**src/rtl/mips_pkg.sv**
```systemverilog
// Shared definitions for the multicycle MIPS main controller: opcodes, ALU-decoder codes,
// state encoding and the per-state Moore control word.
package mips_pkg;

    localparam logic [5:0] OP_RTYPE = 6'b000000;
    localparam logic [5:0] OP_LW    = 6'b100011;
    localparam logic [5:0] OP_SW    = 6'b101011;
    localparam logic [5:0] OP_BEQ   = 6'b000100;
    localparam logic [5:0] OP_BNE   = 6'b000101;
    localparam logic [5:0] OP_ADDI  = 6'b001000;
    localparam logic [5:0] OP_J     = 6'b000010;

    localparam logic [1:0] ALUOP_ADD   = 2'b00;
    localparam logic [1:0] ALUOP_SUB   = 2'b01;
    localparam logic [1:0] ALUOP_FUNCT = 2'b10;

    typedef enum logic [3:0] {
        FETCH   = 4'd0,
        DECODE  = 4'd1,
        MEMADR  = 4'd2,
        MEMRD   = 4'd3,
        MEMWB   = 4'd4,
        MEMWR   = 4'd5,
        RTYPEEX = 4'd6,
        RTYPEWB = 4'd7,
        BEQEX   = 4'd8,
        BNEEX   = 4'd9,
        ADDIEX  = 4'd10,
        ADDIWB  = 4'd11,
        JEX     = 4'd12
    } state_t;

    typedef struct packed {
        logic       pcwrite;
        logic       branch;
        logic       bne_sel;
        logic       memwrite;
        logic       irwrite;
        logic       regwrite;
        logic       iord;
        logic       regdst;
        logic       memtoreg;
        logic       alusrca;
        logic [1:0] alusrcb;
        logic [1:0] pcsrc;
        logic [1:0] aluop;
        logic       instr_done;
    } ctrl_t;

    // Opcode-independent controls of each state; DECODE's illegal/instr_done depend on op
    // and are produced outside this table.
    function automatic ctrl_t state_ctrl(state_t s);
        ctrl_t c;
        c = '0;
        case (s)
            FETCH: begin
                c.irwrite = 1'b1;
                c.pcwrite = 1'b1;
                c.alusrcb = 2'b01;
                c.pcsrc   = 2'b00;
            end
            DECODE: c.alusrcb = 2'b11;
            MEMADR: begin
                c.alusrca = 1'b1;
                c.alusrcb = 2'b10;
            end
            MEMRD: c.iord = 1'b1;
            MEMWB: begin
                c.memtoreg   = 1'b1;
                c.regwrite   = 1'b1;
                c.instr_done = 1'b1;
            end
            MEMWR: begin
                c.iord       = 1'b1;
                c.memwrite   = 1'b1;
                c.instr_done = 1'b1;
            end
            RTYPEEX: begin
                c.alusrca = 1'b1;
                c.alusrcb = 2'b00;
                c.aluop   = ALUOP_FUNCT;
            end
            RTYPEWB: begin
                c.regdst     = 1'b1;
                c.regwrite   = 1'b1;
                c.instr_done = 1'b1;
            end
            BEQEX, BNEEX: begin
                c.alusrca    = 1'b1;
                c.aluop      = ALUOP_SUB;
                c.pcsrc      = 2'b01;
                c.branch     = 1'b1;
                c.bne_sel    = (s == BNEEX);
                c.instr_done = 1'b1;
            end
            ADDIEX: begin
                c.alusrca = 1'b1;
                c.alusrcb = 2'b10;
            end
            ADDIWB: begin
                c.regwrite   = 1'b1;
                c.instr_done = 1'b1;
            end
            JEX: begin
                c.pcsrc      = 2'b10;
                c.pcwrite    = 1'b1;
                c.instr_done = 1'b1;
            end
            default: c = '0;
        endcase
        return c;
    endfunction

endpackage

```
**src/rtl/mips_main_fsm.sv**
```systemverilog
// Multicycle MIPS main controller: Moore FSM FETCH->DECODE->execute, 2 to 5 cycles per instruction.
// Controls are registered alongside the state; pcen (zero) and DECODE's illegal (op) are combinational.
module mips_main_fsm
    import mips_pkg::*;
#(
    parameter bit SUPPORT_BNE = 1'b1
) (
    input  logic       clk,
    input  logic       reset,
    input  logic [5:0] op,
    input  logic       zero,
    output logic       pcen,
    output logic       memwrite,
    output logic       irwrite,
    output logic       regwrite,
    output logic       iord,
    output logic       regdst,
    output logic       memtoreg,
    output logic       alusrca,
    output logic [1:0] alusrcb,
    output logic [1:0] pcsrc,
    output logic [1:0] aluop,
    output logic       illegal,
    output logic       instr_done,
    output logic [3:0] state_dbg
);

    state_t state;
    state_t nxt;
    ctrl_t  ctrl_q;
    logic   op_legal;
    logic   decode_illegal;

    always_comb begin
        op_legal = 1'b0;
        case (op)
            OP_LW, OP_SW, OP_RTYPE, OP_BEQ, OP_ADDI, OP_J: op_legal = 1'b1;
            OP_BNE:  op_legal = SUPPORT_BNE;
            default: op_legal = 1'b0;
        endcase
    end

    always_comb begin
        nxt = FETCH;
        case (state)
            FETCH:  nxt = DECODE;
            DECODE: begin
                case (op)
                    OP_LW, OP_SW: nxt = MEMADR;
                    OP_RTYPE:     nxt = RTYPEEX;
                    OP_BEQ:       nxt = BEQEX;
                    OP_BNE:       nxt = SUPPORT_BNE ? BNEEX : FETCH;
                    OP_ADDI:      nxt = ADDIEX;
                    OP_J:         nxt = JEX;
                    default:      nxt = FETCH;
                endcase
            end
            MEMADR:  nxt = (op == OP_SW) ? MEMWR : MEMRD;
            MEMRD:   nxt = MEMWB;
            RTYPEEX: nxt = RTYPEWB;
            ADDIEX:  nxt = ADDIWB;
            default: nxt = FETCH;
        endcase
    end

    // The control word is loaded with the state it belongs to, so it is always in step with state.
    always_ff @(posedge clk) begin
        if (reset) begin
            state  <= FETCH;
            ctrl_q <= state_ctrl(FETCH);
        end else begin
            state  <= nxt;
            ctrl_q <= state_ctrl(nxt);
        end
    end

    assign decode_illegal = (state == DECODE) && !op_legal;

    // Reset blanks every output in the same cycle, so an abandoned store or writeback cannot leak out.
    assign pcen       = ~reset & (ctrl_q.pcwrite | (ctrl_q.branch & (zero ^ ctrl_q.bne_sel)));
    assign memwrite   = ~reset & ctrl_q.memwrite;
    assign irwrite    = ~reset & ctrl_q.irwrite;
    assign regwrite   = ~reset & ctrl_q.regwrite;
    assign iord       = ~reset & ctrl_q.iord;
    assign regdst     = ~reset & ctrl_q.regdst;
    assign memtoreg   = ~reset & ctrl_q.memtoreg;
    assign alusrca    = ~reset & ctrl_q.alusrca;
    assign alusrcb    = reset ? 2'b00 : ctrl_q.alusrcb;
    assign pcsrc      = reset ? 2'b00 : ctrl_q.pcsrc;
    assign aluop      = reset ? ALUOP_ADD : ctrl_q.aluop;
    assign illegal    = ~reset & decode_illegal;
    assign instr_done = ~reset & (ctrl_q.instr_done | decode_illegal);
    assign state_dbg  = reset ? 4'(FETCH) : 4'(state);

endmodule

```
**config.mk**
```make
export PLATFORM = sky130hd
export DESIGN_NAME = mips_main_fsm
export DESIGN_NICKNAME = d
export VERILOG_FILES = /design/src/rtl/mips_pkg.sv /design/src/rtl/mips_main_fsm.sv
export SDC_FILE = /design/constraint.sdc
export NUM_CORES = 1
export LEC_CHECK = 0
export CAP_MARGIN = 10
export CORE_MARGIN = 4
export CORE_UTILIZATION = 43
export CTS_BUF_LIST = sky130_fd_sc_hd__clkbuf_4
export DETAILED_ROUTE_END_ITERATION = 10
export GPL_TIMING_DRIVEN = 1
export PLACE_DENSITY = 0.88
export SLEW_MARGIN = 20
export SYNTH_ARGS = -nofsm -noshare
export SYNTH_HDL_FRONTEND = slang
export SYNTH_SLANG_ARGS = --single-unit
```
**constraint.sdc**
```tcl
create_clock -name clk -period 1.49 [get_ports clk]
set_input_delay 0.298 -clock clk [delete_from_list [all_inputs] [get_ports clk]]
set_output_delay 0.298 -clock clk [all_outputs]
set_load 0.02 [all_outputs]
```
==> results.cfg <==
[timing]
finalSetupViolations = 17
clock.fmax_mhz = 583
fin_ws_ps = -226
period_needed_ps = 1720
max_slew.worst_pin.slew_ps = 392
period_share = 1.15
fin_worst_skew_ps = 8.11
relSlewSlack = 0.738
finalHoldViolations = 0
slew_violations = 0
grt_setup_unrepaired = yes

[synthesis]
yosysSeqAreaShare = 0.405
synth-edff-count = 0
avgSynthCellArea_sq_um = 9.16
muxShareOfSynthArea = 0
yosys.cell_types.count = 38
synth-xor-area-share = 0.0354
yosys.area_share.simple = 0.346
synth_compound_area_frac = 0.172
ys_ff_latch = 20
synth_top_family_by_area = simple AND/OR/NAND/NOR gates
synthArstFlopShare = 0
ys_warn_count = 0
syn-instance-count = 108
synth.cell_area_sq_um = 990
syn-num-nets = 117
synth_fa_ha_area_frac = 0.0101
synth_flop_cell = dfxtp_1

[outcome]
status = finished with violations
violations = setup timing

[critical_path]
critPathCaptureType = output pin
cp_max_fo = 2
worst_setup_path_start_kind = register
crit_type = register to output pin
required_ps = 1190
r2r_setup_slack_ps = -210
critPathArrivalTime_ps = 1420

[die]
die-area_sq_um = 3130
fp.dieH_um = 56.0
fp.dieW_um = 56.0
coreArea_sq_um = 2190
start_util = 0.452
ios = 29
rows = 17

[drt]
first_pass_iters = 4
wl_per_cell_um = 19.4
dr_total_vias = 1127
drtIter0Drc = 34
drt-vias-per-instance = 5.50
ant_nets = 0
finalWirelength_um = 3970
drc = 0

[pwr]
power_leakage_uw = 0.000815
total_power_uw = 1130
p_per_area_nw_per_um2 = 621
peakVddDrop_uv = 491

[finish]
syn_to_final_growth_pct = 83.1
final_cell_count_no_fill = 205
final_area_sq_um = 1810
nets = 187
drive_gt1_frac = 0.582
layout_commonest_cell = buf_4
diodes = 0
layout.cells.most_common_list = buf_4, buf_6, dfxtp_1, nor2b_1, nor2_1

[flow_run]
maxCapViolations = 0

[cts]
numCtsBuffers = 3
insertion_delay_ps = 320
cts_hold_buf = 0
clockBufferDepth = 2
root_buffer = clkbuf_4
cts.sinks = 20
h-tree-depth = 1
clk_pin_slew_ps = 120
cts_tree = yes

[global_routing]
grt_max_degree = 20
antenna_found_initial = 0
grt-ovfl-total = 0
grt_pass1_vias = 1169
grt_pass1_wl_um = 6140
grt_usage = 0.260

[placed_design]
dp_cells = 191
placed_cell_area_sq_um = 1530
dp_hpwl_um = 2200
port_buffers = 28
gp_congestion = 0.809

[min_path]
hold_class = input pin to register
power breakdown:
group	internal [uW]	total, uW	switching (uW)
Sequential	548	553	4.78
Combinational	143	290	147
Clock	98.2	283	185
Total	789	1130	336
layout make-up:
class                      instances  area (sq um)
fill                             137           379
clock buffer                       3          22.5
tap                               28          35.0
multi-input combinational         81           736
clock inverter                     1          3.75
sequential                        20           407
inverter                           3          11.3
timing repair buffer              69           597
cell usage after synthesis, types with 2 or more instances:
master,instances,area share
and3_1,2,0.013
dfxtp_1,20,0.40
nor3_1,4,0.020
nand2b_1,2,0.013
nand2_1,7,0.027
and2_1,2,0.013
nor3b_1,3,0.023
o21ai_0,2,0.010
a21oi_4,2,0.033
nor4b_1,2,0.018
xor2_1,3,0.027
nor2b_1,16,0.10
nor2_1,11,0.042
inv_1,3,0.011
a21oi_1,5,0.025
clkbuf_1,2,0.0076
worst paths after layout:
check,cells past startpoint,end,startpoint
setup / recovery,5,instr_done,state[0]
hold / removal,3,state[3],reset
setup reg to reg,7,ctrl_q[2],state[0]
hold reg to reg,4,ctrl_q[9],state[3]
worst max-delay path, stage by stage, from the launching register on:
cell and delay, ps:
dfxtp_2 360, nor2b_4 170, nand2_2 70, and4b_2 290, a21o_1 100, buf_6 110
stage by stage:
| stage | hold slack (ps) | util | setup slack, ps | setup TNS [ps] |
|---|---|---|---|---|
| after floorplan | 374 | - | -87.8 | -205 |
| after global placement | 789 | 0.698 | -796 | -20980 |
| after detailed placement | 806 | 0.698 | -862 | -22310 |
| after CTS | 479 | 0.800 | -188 | -829 |
| after global routing | 517 | 0.827 | -279 | -3310 |
| final | 496 | 0.827 | -226 | -2160 |
state kept, by name (all words and copies together), names as in the netlist:
register / cells
ctrl_q: 16
state: 4
timing repair:
item / 4_1_cts / 5_1_grt
endpoints found under the setup margin: 39 / 31
buffers inserted: 7 / 4
resized for setup: 113 / 25
cloned: 0 / 0
pin swaps: 20 / 8
routing by layer:
layer | vias to the layer above | routed length [um] | GRT usage
met3 | 15 | 205 | 0.0394
met5 | - | 0 | 0
met1 | 541 | 1540 | 0.288
met4 | 0 | 171 | 0.136
li1 | 517 | - | -
met2 | 54 | 2060 | 0.472
cells by family after synthesis:
| group | Yosys count |
|---|---|
| xor gates and xnor gates | 4 |
| adders and majority gates | 1 |
| buffers and inverters | 7 |
| and+or+nand+nor | 57 |
| AOI/OAI and AO/OA | 19 |
| DFF | 20 |
(Power assumes the default switching activity.)
